### src/rtl/usb_reg_fe_if.sv
// Bus bundle for usb_reg_fe: SAM3U parallel-bus pins on one side, register strobes on the other.
interface usb_reg_fe_if #(
  parameter int pADDR_WIDTH   = 8,
  parameter int pBYTECNT_SIZE = 7
);
  logic [7:0]               I_usb_data;
  logic [pADDR_WIDTH-1:0]   I_usb_addr;
  logic                     I_usb_rdn;
  logic                     I_usb_wrn;
  logic                     I_usb_cen;
  logic [7:0]               O_usb_data;
  logic                     O_data_hs;
  logic [pADDR_WIDTH-1:0]   reg_address;
  logic [pBYTECNT_SIZE-1:0] reg_bytecnt;
  logic [7:0]               reg_datao;
  logic [7:0]               reg_datai;
  logic                     reg_read;
  logic                     reg_write;
  logic                     reg_addrvalid;
  logic                     O_proto_err;

  modport slave (
    input  I_usb_data, I_usb_addr, I_usb_rdn, I_usb_wrn, I_usb_cen, reg_datai,
    output O_usb_data, O_data_hs, reg_address, reg_bytecnt, reg_datao,
           reg_read, reg_write, reg_addrvalid, O_proto_err
  );

  modport master (
    output I_usb_data, I_usb_addr, I_usb_rdn, I_usb_wrn, I_usb_cen, reg_datai,
    input  O_usb_data, O_data_hs, reg_address, reg_bytecnt, reg_datao,
           reg_read, reg_write, reg_addrvalid, O_proto_err
  );
endinterface

### src/rtl/usb_reg_fe.sv
// SAM3U register-bus front end: samples bus pins on clk_usb and emits read/write strobes.
// Define USB_REG_SYNC2_EN to add a second pin-sampling flop (all pin latencies +1 cycle).
module usb_reg_fe #(
  parameter int pADDR_WIDTH   = 8,
  parameter int pBYTECNT_SIZE = 7
) (
  input  logic     clk_usb,
  input  logic     reset,
  usb_reg_fe_if.slave bus
);

  localparam int PW = pADDR_WIDTH + 11;
  localparam logic [PW-1:0] PINS_IDLE = {3'b111, {(PW-3){1'b0}}};
`ifdef USB_REG_SYNC2_EN
  localparam int SYNC_N = 2;
`else
  localparam int SYNC_N = 1;
`endif

  logic [PW-1:0]     pins_w;
  logic [PW-1:0]     pre_w;
  logic [PW-1:0]     samp_q;
  logic [SYNC_N-1:0] vld_q;

  assign pins_w = {bus.I_usb_cen, bus.I_usb_rdn, bus.I_usb_wrn, bus.I_usb_addr, bus.I_usb_data};

`ifdef USB_REG_SYNC2_EN
  logic [PW-1:0] meta_q;
  always_ff @(posedge clk_usb or posedge reset) begin
    if (reset) meta_q <= PINS_IDLE;
    else       meta_q <= pins_w;
  end
  assign pre_w = meta_q;
`else
  assign pre_w = pins_w;
`endif

  // vld_q marks when samp_q holds real pin values rather than the reset image
  always_ff @(posedge clk_usb or posedge reset) begin
    if (reset) begin
      samp_q <= PINS_IDLE;
      vld_q  <= '0;
    end else begin
      samp_q <= pre_w;
      vld_q  <= (vld_q << 1) | SYNC_N'(1);
    end
  end

  logic                   cen_s, rdn_s, wrn_s;
  logic [pADDR_WIDTH-1:0] addr_s;
  logic [7:0]             data_s;
  assign {cen_s, rdn_s, wrn_s, addr_s, data_s} = samp_q;

  logic                     rdn_dly_q, wrn_dly_q, armed_q;
  logic                     read_q, write_q, end_q, hs_q, err_q;
  logic [pADDR_WIDTH-1:0]   addr_q;
  logic [pBYTECNT_SIZE-1:0] cnt_q;
  logic [7:0]               datao_q, odata_q;

  logic                     armed_d, read_d, write_d, end_d, hs_d, err_d;
  logic [pADDR_WIDTH-1:0]   addr_d;
  logic [pBYTECNT_SIZE-1:0] cnt_d;
  logic [7:0]               datao_d, odata_d;
  logic                     sel, rd_fall, wr_fall, rd_rise, wr_rise, start, rd_active;

  // armed_q stays low after reset until both strobes are seen idle, so an
  // access caught in flight by reset is ignored until its next start edge
  always_comb begin
    sel       = armed_q & ~cen_s;
    rd_fall   = sel & ~rdn_s &  rdn_dly_q;
    wr_fall   = sel & ~wrn_s &  wrn_dly_q;
    rd_rise   = sel &  rdn_s & ~rdn_dly_q;
    wr_rise   = sel &  wrn_s & ~wrn_dly_q;
    start     = rd_fall | wr_fall;
    rd_active = armed_q & ~rdn_s & ~cen_s;

    armed_d = armed_q | (vld_q[SYNC_N-1] & rdn_s & wrn_s);
    read_d  = rd_fall & wrn_s;
    write_d = wr_rise;
    end_d   = rd_rise | wr_rise;

    addr_d = start ? addr_s : addr_q;
    cnt_d  = cnt_q;
    if (start && (addr_s != addr_q)) cnt_d = '0;
    else if (end_q)                  cnt_d = cnt_q + 1'b1;

    datao_d = wrn_s ? datao_q : data_s;
    odata_d = rd_active ? bus.reg_datai : odata_q;
    hs_d    = rd_active & wrn_s;
    err_d   = err_q | (~rdn_s & ~wrn_s);
  end

  // Edge-detect / strobe stage
  always_ff @(posedge clk_usb or posedge reset) begin
    if (reset) begin
      rdn_dly_q <= 1'b1;
      wrn_dly_q <= 1'b1;
      armed_q   <= 1'b0;
      read_q    <= 1'b0;
      write_q   <= 1'b0;
      end_q     <= 1'b0;
      hs_q      <= 1'b0;
      err_q     <= 1'b0;
      addr_q    <= '0;
      cnt_q     <= '0;
      datao_q   <= '0;
      odata_q   <= '0;
    end else begin
      rdn_dly_q <= rdn_s;
      wrn_dly_q <= wrn_s;
      armed_q   <= armed_d;
      read_q    <= read_d;
      write_q   <= write_d;
      end_q     <= end_d;
      hs_q      <= hs_d;
      err_q     <= err_d;
      addr_q    <= addr_d;
      cnt_q     <= cnt_d;
      datao_q   <= datao_d;
      odata_q   <= odata_d;
    end
  end

  assign bus.O_usb_data    = odata_q;
  assign bus.O_data_hs     = hs_q;
  assign bus.reg_address   = addr_q;
  assign bus.reg_bytecnt   = cnt_q;
  assign bus.reg_datao     = datao_q;
  assign bus.reg_read      = read_q;
  assign bus.reg_write     = write_q;
  assign bus.reg_addrvalid = ~cen_s;
  assign bus.O_proto_err   = err_q;

endmodule

### src/flat_wrapper.sv
// flat-port wrapper written by rule: the top's interface ports become plain ports
module usb_reg_fe_flat 
#(
  parameter int pADDR_WIDTH   = 8,
  parameter int pBYTECNT_SIZE = 7
)
  (clk_usb, reset, bus_I_usb_data, bus_I_usb_addr, bus_I_usb_rdn, bus_I_usb_wrn, bus_I_usb_cen, bus_reg_datai, bus_O_usb_data, bus_O_data_hs, bus_reg_address, bus_reg_bytecnt, bus_reg_datao, bus_reg_read, bus_reg_write, bus_reg_addrvalid, bus_O_proto_err);
  usb_reg_fe_if #(.pADDR_WIDTH(pADDR_WIDTH), .pBYTECNT_SIZE(pBYTECNT_SIZE)) bus_i ();
  input  logic clk_usb;
  input  logic reset;
  input wire logic [$bits(bus_i.I_usb_data)-1:0] bus_I_usb_data;
  input wire logic [$bits(bus_i.I_usb_addr)-1:0] bus_I_usb_addr;
  input wire logic [$bits(bus_i.I_usb_rdn)-1:0] bus_I_usb_rdn;
  input wire logic [$bits(bus_i.I_usb_wrn)-1:0] bus_I_usb_wrn;
  input wire logic [$bits(bus_i.I_usb_cen)-1:0] bus_I_usb_cen;
  input wire logic [$bits(bus_i.reg_datai)-1:0] bus_reg_datai;
  output wire logic [$bits(bus_i.O_usb_data)-1:0] bus_O_usb_data;
  output wire logic [$bits(bus_i.O_data_hs)-1:0] bus_O_data_hs;
  output wire logic [$bits(bus_i.reg_address)-1:0] bus_reg_address;
  output wire logic [$bits(bus_i.reg_bytecnt)-1:0] bus_reg_bytecnt;
  output wire logic [$bits(bus_i.reg_datao)-1:0] bus_reg_datao;
  output wire logic [$bits(bus_i.reg_read)-1:0] bus_reg_read;
  output wire logic [$bits(bus_i.reg_write)-1:0] bus_reg_write;
  output wire logic [$bits(bus_i.reg_addrvalid)-1:0] bus_reg_addrvalid;
  output wire logic [$bits(bus_i.O_proto_err)-1:0] bus_O_proto_err;
  assign bus_i.I_usb_data = bus_I_usb_data;
  assign bus_i.I_usb_addr = bus_I_usb_addr;
  assign bus_i.I_usb_rdn = bus_I_usb_rdn;
  assign bus_i.I_usb_wrn = bus_I_usb_wrn;
  assign bus_i.I_usb_cen = bus_I_usb_cen;
  assign bus_i.reg_datai = bus_reg_datai;
  assign bus_O_usb_data = bus_i.O_usb_data;
  assign bus_O_data_hs = bus_i.O_data_hs;
  assign bus_reg_address = bus_i.reg_address;
  assign bus_reg_bytecnt = bus_i.reg_bytecnt;
  assign bus_reg_datao = bus_i.reg_datao;
  assign bus_reg_read = bus_i.reg_read;
  assign bus_reg_write = bus_i.reg_write;
  assign bus_reg_addrvalid = bus_i.reg_addrvalid;
  assign bus_O_proto_err = bus_i.O_proto_err;
  usb_reg_fe #(.pADDR_WIDTH(pADDR_WIDTH), .pBYTECNT_SIZE(pBYTECNT_SIZE)) u_core (.clk_usb(clk_usb), .reset(reset), .bus(bus_i));
endmodule
### config.mk
export PLATFORM = sky130hd
export DESIGN_NAME = usb_reg_fe_flat
export DESIGN_NICKNAME = d
export VERILOG_FILES = /design/src/rtl/usb_reg_fe_if.sv /design/src/rtl/usb_reg_fe.sv /design/src/flat_wrapper.sv
export SDC_FILE = /design/constraint.sdc
export NUM_CORES = 1
export LEC_CHECK = 0
export CAP_MARGIN = 20
export CORE_MARGIN = 4
export CORE_UTILIZATION = 40
export DETAILED_ROUTE_END_ITERATION = 7
export GPL_TIMING_DRIVEN = 0
export PLACE_DENSITY = 0.73
export SLEW_MARGIN = 20
export SYNTH_ARGS = -nofsm -noshare
export SYNTH_HDL_FRONTEND = slang
export SYNTH_SLANG_ARGS = --single-unit
### constraint.sdc
create_clock -name clk_usb -period 1.98 [get_ports clk_usb]
set_clock_uncertainty 0.1 [all_clocks]
set_input_delay 0.396 -clock clk_usb [delete_from_list [all_inputs] [get_ports clk_usb]]
set_output_delay 0.396 -clock clk_usb [all_outputs]
set_load 0.005 [all_outputs]
==> results.ini, run 1 <==
[clock_network]
cts_sinks=59
post_cts_buffers=0
hold_buffers=0
cts_tree=yes
clkTransAtPathRegs_ns=0.06
post_cts_resized=0
clk_latency_ns=0.32
cts_max_level=3
cts_root_buffer=clkbuf_8
cts-root-to-sink-buffers=2
numCtsBuffers=9

[layout]
nets=237
regArea_um2=1480
fillers=435
antennaDiodeCount=0
drive_gt1_share_pct=20.3
fin_util_pct=58.6
multi_input_area_um2=601
areaGrowthSynthToFinish_pct=42.6

[critical_path]
required_ns=1.48
setup.worst_path.class=reg -> out
path_max_fanout=2
critical_path_buf_inv_count=2
crit_slowest_cell=dfstp_2
path_cells=inv_1 -> clkdlybuf4s50_1
cp.arrival_ns=1.35
slowest_delay_ns=0.52
cp_top_family=flip-flops
endpoint_kind=primary output
startpoint_type=register

[sta]
hold_violations=0
tightestPinTransition_ns=0.700
rsz0062_at_grt=false
fmax_mhz=543
setup-violations-final=0
maxSlewHeadroom_pct=53.3
post-route-period-util_pct=93.0
slew_viol_final=0
period_minus_slack_ns=1.84
whs_ns=0.306

[detailed_routing]
first_pass_iters=4
routed-via-count=1273
post_drt_wl_per_cell_um=13.4
drc=0
drt_iter0_drc=51
antenna_left=0
drt-total-wl_um=3790
vias_per_cell=4.51

[worst_hold_path]
hold_path.class=reg -> reg

[floorplan]
die_x_um=80.4
dieArea_um2=6470
die_h_um=80.4
start_util_pct=41.1
io_pins=65
core_um2=5110
rows=26

[global_routing]
grt_overflow=0
grt_start_max_net_pins=60
grt_use_total_pct=13.5
grt_pass1_vias=1377
grt_antenna_before_repair=0
grt_pass1_wl_um=6440

[synth]
yosys.area_share.adder_pct=0.596
syn_area_per_cell_um2=15.9
synth_warnings=0
synth_compound_area_share_pct=2.56
synthSimpleGateAreaFrac_pct=6.08
syn_nets=162
synth_cell_type_count=26
syn_area_um2=2100
synthXorXnorAreaFrac_pct=5.84
synth-seq-cells=59
synthMuxAreaShare_pct=13.4
synth_top_family_by_area=multiplexers
seq_area_frac_synth_pct=70.7
synthCells=132

[power]
power.leakage_uw=0.00128
cellPowerDensity_nw_per_um2=950
irDropWorstVdd_v=0.000588

[outcome]
status=complete, no violations

[placement]
dp_hpwl_um=2680
gp_congestion=0.688
port_buffers=64

[job]
cap_violations=0

[area by class of cell]
| cell class | instances | share of cell area [%] |
|---|---|---|
| buffer | 1 | 0.125 |
| clock buffer | 13 | 4.97 |
| tap | 70 | 2.93 |
| clock inverter | 3 | 0.502 |
| multi-input combinational | 69 | 20.1 |
| timing repair buffer | 64 | 21.4 |
| inverter | 3 | 0.460 |
| sequential | 59 | 49.5 |
[worst reg2reg max path: stages (launching register included)]
cell and delay, ns:
dfstp_2 0.56, nand2b_4 0.06, a21oi_4 0.31, a21boi_2 0.40, nor2_1 0.10
[final timing paths]
check                                                         to  slack [ns]                        start  cells past startpoint
max                                            bus_reg_addrvalid        0.14  u_core.samp_q[18]$_DFF_PP1_                      2
min                                   u_core.wrn_dly_q$_DFF_PP1_        0.31  u_core.samp_q[16]$_DFF_PP1_                      0
max reg2reg                u_core.bus.reg_bytecnt[0]$_DFFE_PP0P_        0.33   u_core.rdn_dly_q$_DFF_PP1_                      4
min reg2reg                           u_core.wrn_dly_q$_DFF_PP1_        0.31  u_core.samp_q[16]$_DFF_PP1_                      0
max in group asynchronous             u_core.samp_q[9]$_DFF_PP0_        0.87                        reset                      2
min in group asynchronous   u_core.bus.O_usb_data[5]$_DFFE_PP0P_        0.43                        reset                      2
[cell usage in the layout (no fill, tap or decap), drive strengths merged, types with 2 or more instances in the layout]
master          n
clkdlybuf4s50  64
dfrtp          54
mux2           24
clkbuf         14
xor2           11
nor2           10
dfstp           5
nand2           3
xnor2           3
clkinv          3
nand2b          3
inv             3
nor4            2
nand4           2
[synth_stat cells]
cell | instances | share of area, %
nand4_1 | 2 | 0.60
nor4_1 | 2 | 0.60
xor2_1 | 11 | 4.6
nor2_4 | 1 | 0.54
clkbuf_1 | 1 | 0.18
a21oi_4 | 1 | 0.78
a21boi_2 | 1 | 0.54
ha_1 | 1 | 0.60
nand2b_4 | 1 | 0.66
nand2_1 | 3 | 0.54
conb_1 | 1 | 0.18
nor3b_1 | 1 | 0.36
nand2b_1 | 2 | 0.60
mux2_1 | 5 | 2.7
mux2i_1 | 1 | 0.48
dfstp_2 | 5 | 6.3
dfrtp_1 | 54 | 64
a31o_2 | 1 | 0.42
nor2_1 | 9 | 1.6
xnor2_1 | 3 | 1.3
o21bai_1 | 1 | 0.36
a41o_1 | 1 | 0.48
and2_1 | 1 | 0.30
mux2_2 | 19 | 10
inv_1 | 3 | 0.54
and3_1 | 1 | 0.30
[layer usage]
| layer | vias up | routed length [um] | part of all wire [%] | global-route usage [%] |
|---|---|---|---|---|
| met5 | - | 0 | 0 | 0 |
| met4 | 0 | 57 | 1.5 | 7.60 |
| met3 | 8 | 329 | 8.7 | 5.27 |
| met2 | 46 | 1780 | 47 | 19.8 |
| met1 | 626 | 1620 | 43 | 16.9 |
| li1 | 593 | - | - | - |
[registers in the layout (all words and copies together), names as in the netlist]
| signal | flops |
|---|---|
| u_core.bus.reg_read | 1 |
| u_core.bus.reg_bytecnt | 7 |
| u_core.bus.O_data_hs | 1 |
| u_core.bus.O_usb_data | 8 |
| u_core.bus.O_proto_err | 1 |
| u_core.rdn_dly_q | 1 |
| u_core.samp_q | 19 |
| u_core.vld_q | 1 |
| u_core.bus.reg_datao | 8 |
| u_core.armed_q | 1 |
| u_core.bus.reg_write | 1 |
| u_core.wrn_dly_q | 1 |
| u_core.end_q | 1 |
| u_core.bus.reg_address | 8 |
[through the flow]
stage,setup slack (ns),TNS [ns],cells,instance area [um2],total power (uW)
detailed placement,0.292,0,266,2830,1970
finish,0.139,0,282,2990,2840
floorplan,0.0359,0,132,2100,1640
global placement,-0.987,-55.55,266,2830,1950
CTS,0.113,0,282,2990,2880
global route,0.0792,0,282,2990,3020
[kinds of logic (layout without fill, tap and decap cells)]
group / count (synthesis) / after routing
xor gates and xnor gates: 14 / 14
DFF: 59 / 59
AOI/OAI and AO/OA: 5 / 5
muxes: 25 / 25
buffers and inverters: 4 / 84
other: 1 / 1
adders and majority gates: 1 / 1
and+or+nand+nor: 23 / 23
[power by group]
group	total [uW]	switching (uW)	internal, uW
logic	496	158	337
registers	1440	97.4	1340
clock network	907	424	483
total	2840	680	2160
No activity file was read; power rests on OpenSTA's default activity.
==> run 2, diff against run 1 <==
--- a/config.mk
+++ b/config.mk
@@ -5,13 +5,13 @@
 export SDC_FILE = /design/constraint.sdc
 export NUM_CORES = 1
 export LEC_CHECK = 0
+export ABC_AREA = 1
 export CAP_MARGIN = 20
 export CORE_MARGIN = 4
 export CORE_UTILIZATION = 40
 export DETAILED_ROUTE_END_ITERATION = 7
 export GPL_TIMING_DRIVEN = 0
-export PLACE_DENSITY = 0.73
-export SLEW_MARGIN = 20
+export PLACE_DENSITY = 0.72
 export SYNTH_ARGS = -nofsm -noshare
 export SYNTH_HDL_FRONTEND = slang
 export SYNTH_SLANG_ARGS = --single-unit
==> results.ini, run 2 <==
[critical_path]
path_cells=inv_1 -> clkdlybuf4s50_1
crit_slowest_cell=dfstp_2
cp.arrival_ns=1.36
endpoint_kind=primary output
slowest_delay_ns=0.56
startpoint_type=register
regToRegStartpoint=u_core.samp_q[16]$_DFF_PP1_
r2r_cells=5
rrSetupSlack_ns=0.53
required_ns=1.48
cp_top_family=flip-flops
critical_path_buf_inv_count=2
setup.worst_path.class=reg -> out
reg2reg_to=u_core.bus.reg_bytecnt[1]$_DFFE_PP0P_
path_max_fanout=2

[placement]
gp_congestion=0.730
port_buffers=64
dp_hpwl_um=3180
postPlaceCellArea_um2=3010

[synth]
yosys.area_share.adder_pct=0.553
syn_nets=244
synth_top_family_by_area=simple AND/OR/NAND/NOR gates
synthCells=214
synthMuxAreaShare_pct=0.443
yosysTopAreaCell=dfrtp_1
async_flop_share_pct=100
syn_area_um2=2260
synthSimpleGateAreaFrac_pct=21.7
synthTopCellsByArea=dfrtp_1, nand2_1, dfstp_2, nand2_2, inv_1
synth_compound_area_share_pct=4.10
synth-seq-cells=59
ys.flop_type=dfrtp_1
synth_warnings=0
seq_area_frac_synth_pct=65.6
synth_cell_type_count=24
synthXorXnorAreaFrac_pct=2.71
yosysTopAreaCellShare_pct=59.8
synth_edf_count=0
synth_commonest_cells=nand2_1, dfrtp_1, inv_1
syn_area_per_cell_um2=10.6
synth_most_common_cell=nand2_1

[layout]
drive_gt1_share_pct=16.3
fillers=460
antennaDiodeCount=0
areaGrowthSynthToFinish_pct=45.9
fin_util_pct=59.9
final_area_um2=3300
regMostFlops=u_core.samp_q
largest_reg_flops=19
layout_commonest_cell=nand2_1
nets=320
layout_common_cells=nand2_1, clkdlybuf4s50_1, dfrtp_1

[clock_network]
numCtsBuffers=9
cts-root-to-sink-buffers=2
post_cts_resized=0
cts_max_level=3
hold_buffers=0
cts_root_buffer=clkbuf_8
clk_latency_ns=0.33
cts_tree=yes
clkTransAtPathRegs_ns=0.07
post_cts_buffers=0
cts_sinks=59

[power]
irDropWorstVdd_v=0.000519
cellPowerDensity_nw_per_um2=1070
power.leakage_uw=0.00156

[global_routing]
grt_antenna_before_repair=0
grt_use_total_pct=14.2
grt_pass1_wl_um=7670
grt_pass1_vias=1654
grt_start_max_net_pins=32
grt_overflow=0

[floorplan]
dieArea_um2=6920
io_pins=65
rows=27
die_h_um=83.2
die_x_um=83.2
start_util_pct=41.1
core_um2=5510

[worst_hold_path]
min-delay-start=u_core.samp_q[16]$_DFF_PP1_
hold_path.class=reg -> reg
min_delay_path_depth=0
holdPathEnd=u_core.wrn_dly_q$_DFF_PP1_

[sta]
maxSlewHeadroom_pct=56.3
final.setup.tns_ns=0
rsz0062_at_grt=false
post-route-period-util_pct=93.6
fmax_mhz=539
slew_viol_final=0
hold_violations=0
period_minus_slack_ns=1.85
tightestPinTransition_ns=0.655
setup-violations-final=0

[outcome]
status=complete, no violations

[detailed_routing]
routed-via-count=1621
drt-total-wl_um=4410
first_pass_iters=4
vias_per_cell=4.42
drc=0
post_drt_wl_per_cell_um=12.0
drt_iter0_drc=38
antenna_left=0

[job]
cap_violations=0

-- run 2: cell types whose count changed in the layout (fill, tap and decap cells not counted), sizes merged, moves of 2 or more --
cell	change
nand3	+9
xor2	-10
o21ai	+5
nand2	+86
inv	+16
buf	+3
bufinv	+5
nor4	-2
a21oi	+6
mux2	-24
nand2b	-3
xnor2	+3
clkbuf	-4
-- run 2: logic make-up (layout without fill, tap and decap cells) --
family | after synthesis | count (layout)
and+or+nand+nor | 109 | 109
DFF | 59 | 59
buffers and inverters | 22 | 103
AOI/OAI and AO/OA | 14 | 14
xor gates and xnor gates | 7 | 7
adders and majority gates | 1 | 1
other | 1 | 1
muxes | 1 | 1
-- run 2: worst max-delay path by stage --
stage	to	cells past startpoint	slack [ns]	from
detailed placement	u_core.wrn_dly_q$_DFF_PP1_	3	0.34	reset
finish	bus_reg_addrvalid	2	0.13	u_core.samp_q[18]$_DFF_PP1_
CTS	bus_reg_addrvalid	2	0.1	u_core.samp_q[18]$_DFF_PP1_
global placement	u_core.samp_q[2]$_DFF_PP0_	2	-1.03	reset
floorplan	u_core.armed_q$_DFF_PP0_	1	0.04	reset
global route	bus_reg_addrvalid	2	0.05	u_core.samp_q[18]$_DFF_PP1_
-- run 2: report_power, final --
| group | switching (uW) | total [uW] | internal, uW |
|---|---|---|---|
| sequential | 99.4 | 1430 | 1340 |
| combinational | 211 | 540 | 328 |
| clock | 476 | 1570 | 1090 |
| total | 787 | 3540 | 2750 |
-- run 2: metal layers --
metal	GRT usage, %	share of wire, %	vias to the layer above
met5	0	0	-
met4	9.06	2.6	0
met3	4.17	5.6	11
met2	22.9	50	44
met1	16.6	41	756
li1	-	-	810
-- run 2: stage by stage --
step	std cells	worst slack (ns)	hold WS [ns]	power [uW]
floorplan	214	0.0359	0.273	1680
global placement	350	-1.03	0.275	1980
detailed placement	351	0.340	0.283	2010
CTS	367	0.0978	0.282	3590
global route	367	0.0518	0.290	3720
finish	367	0.126	0.286	3540
-- run 2: layout make-up --
class / instances / area [um2] / share of cell area [%]
Buffer: 3 / 35.0 / 1.06
Clock buffer: 9 / 124 / 3.75
Clock inverter: 7 / 164 / 4.97
Inverter: 19 / 71.3 / 2.16
Multi-Input combinational cell: 133 / 672 / 20.4
Sequential cell: 59 / 1480 / 44.9
Tap cell: 72 / 90.1 / 2.73
Timing Repair Buffer: 65 / 661 / 20.0
-- run 2: worst reg2reg max path: stages, from the launching register on --
cell     delay [ns]
dfstp_2        0.56
inv_2          0.09
nand3_1        0.24
nand2_4        0.09
buf_6          0.15
a21oi_1        0.15
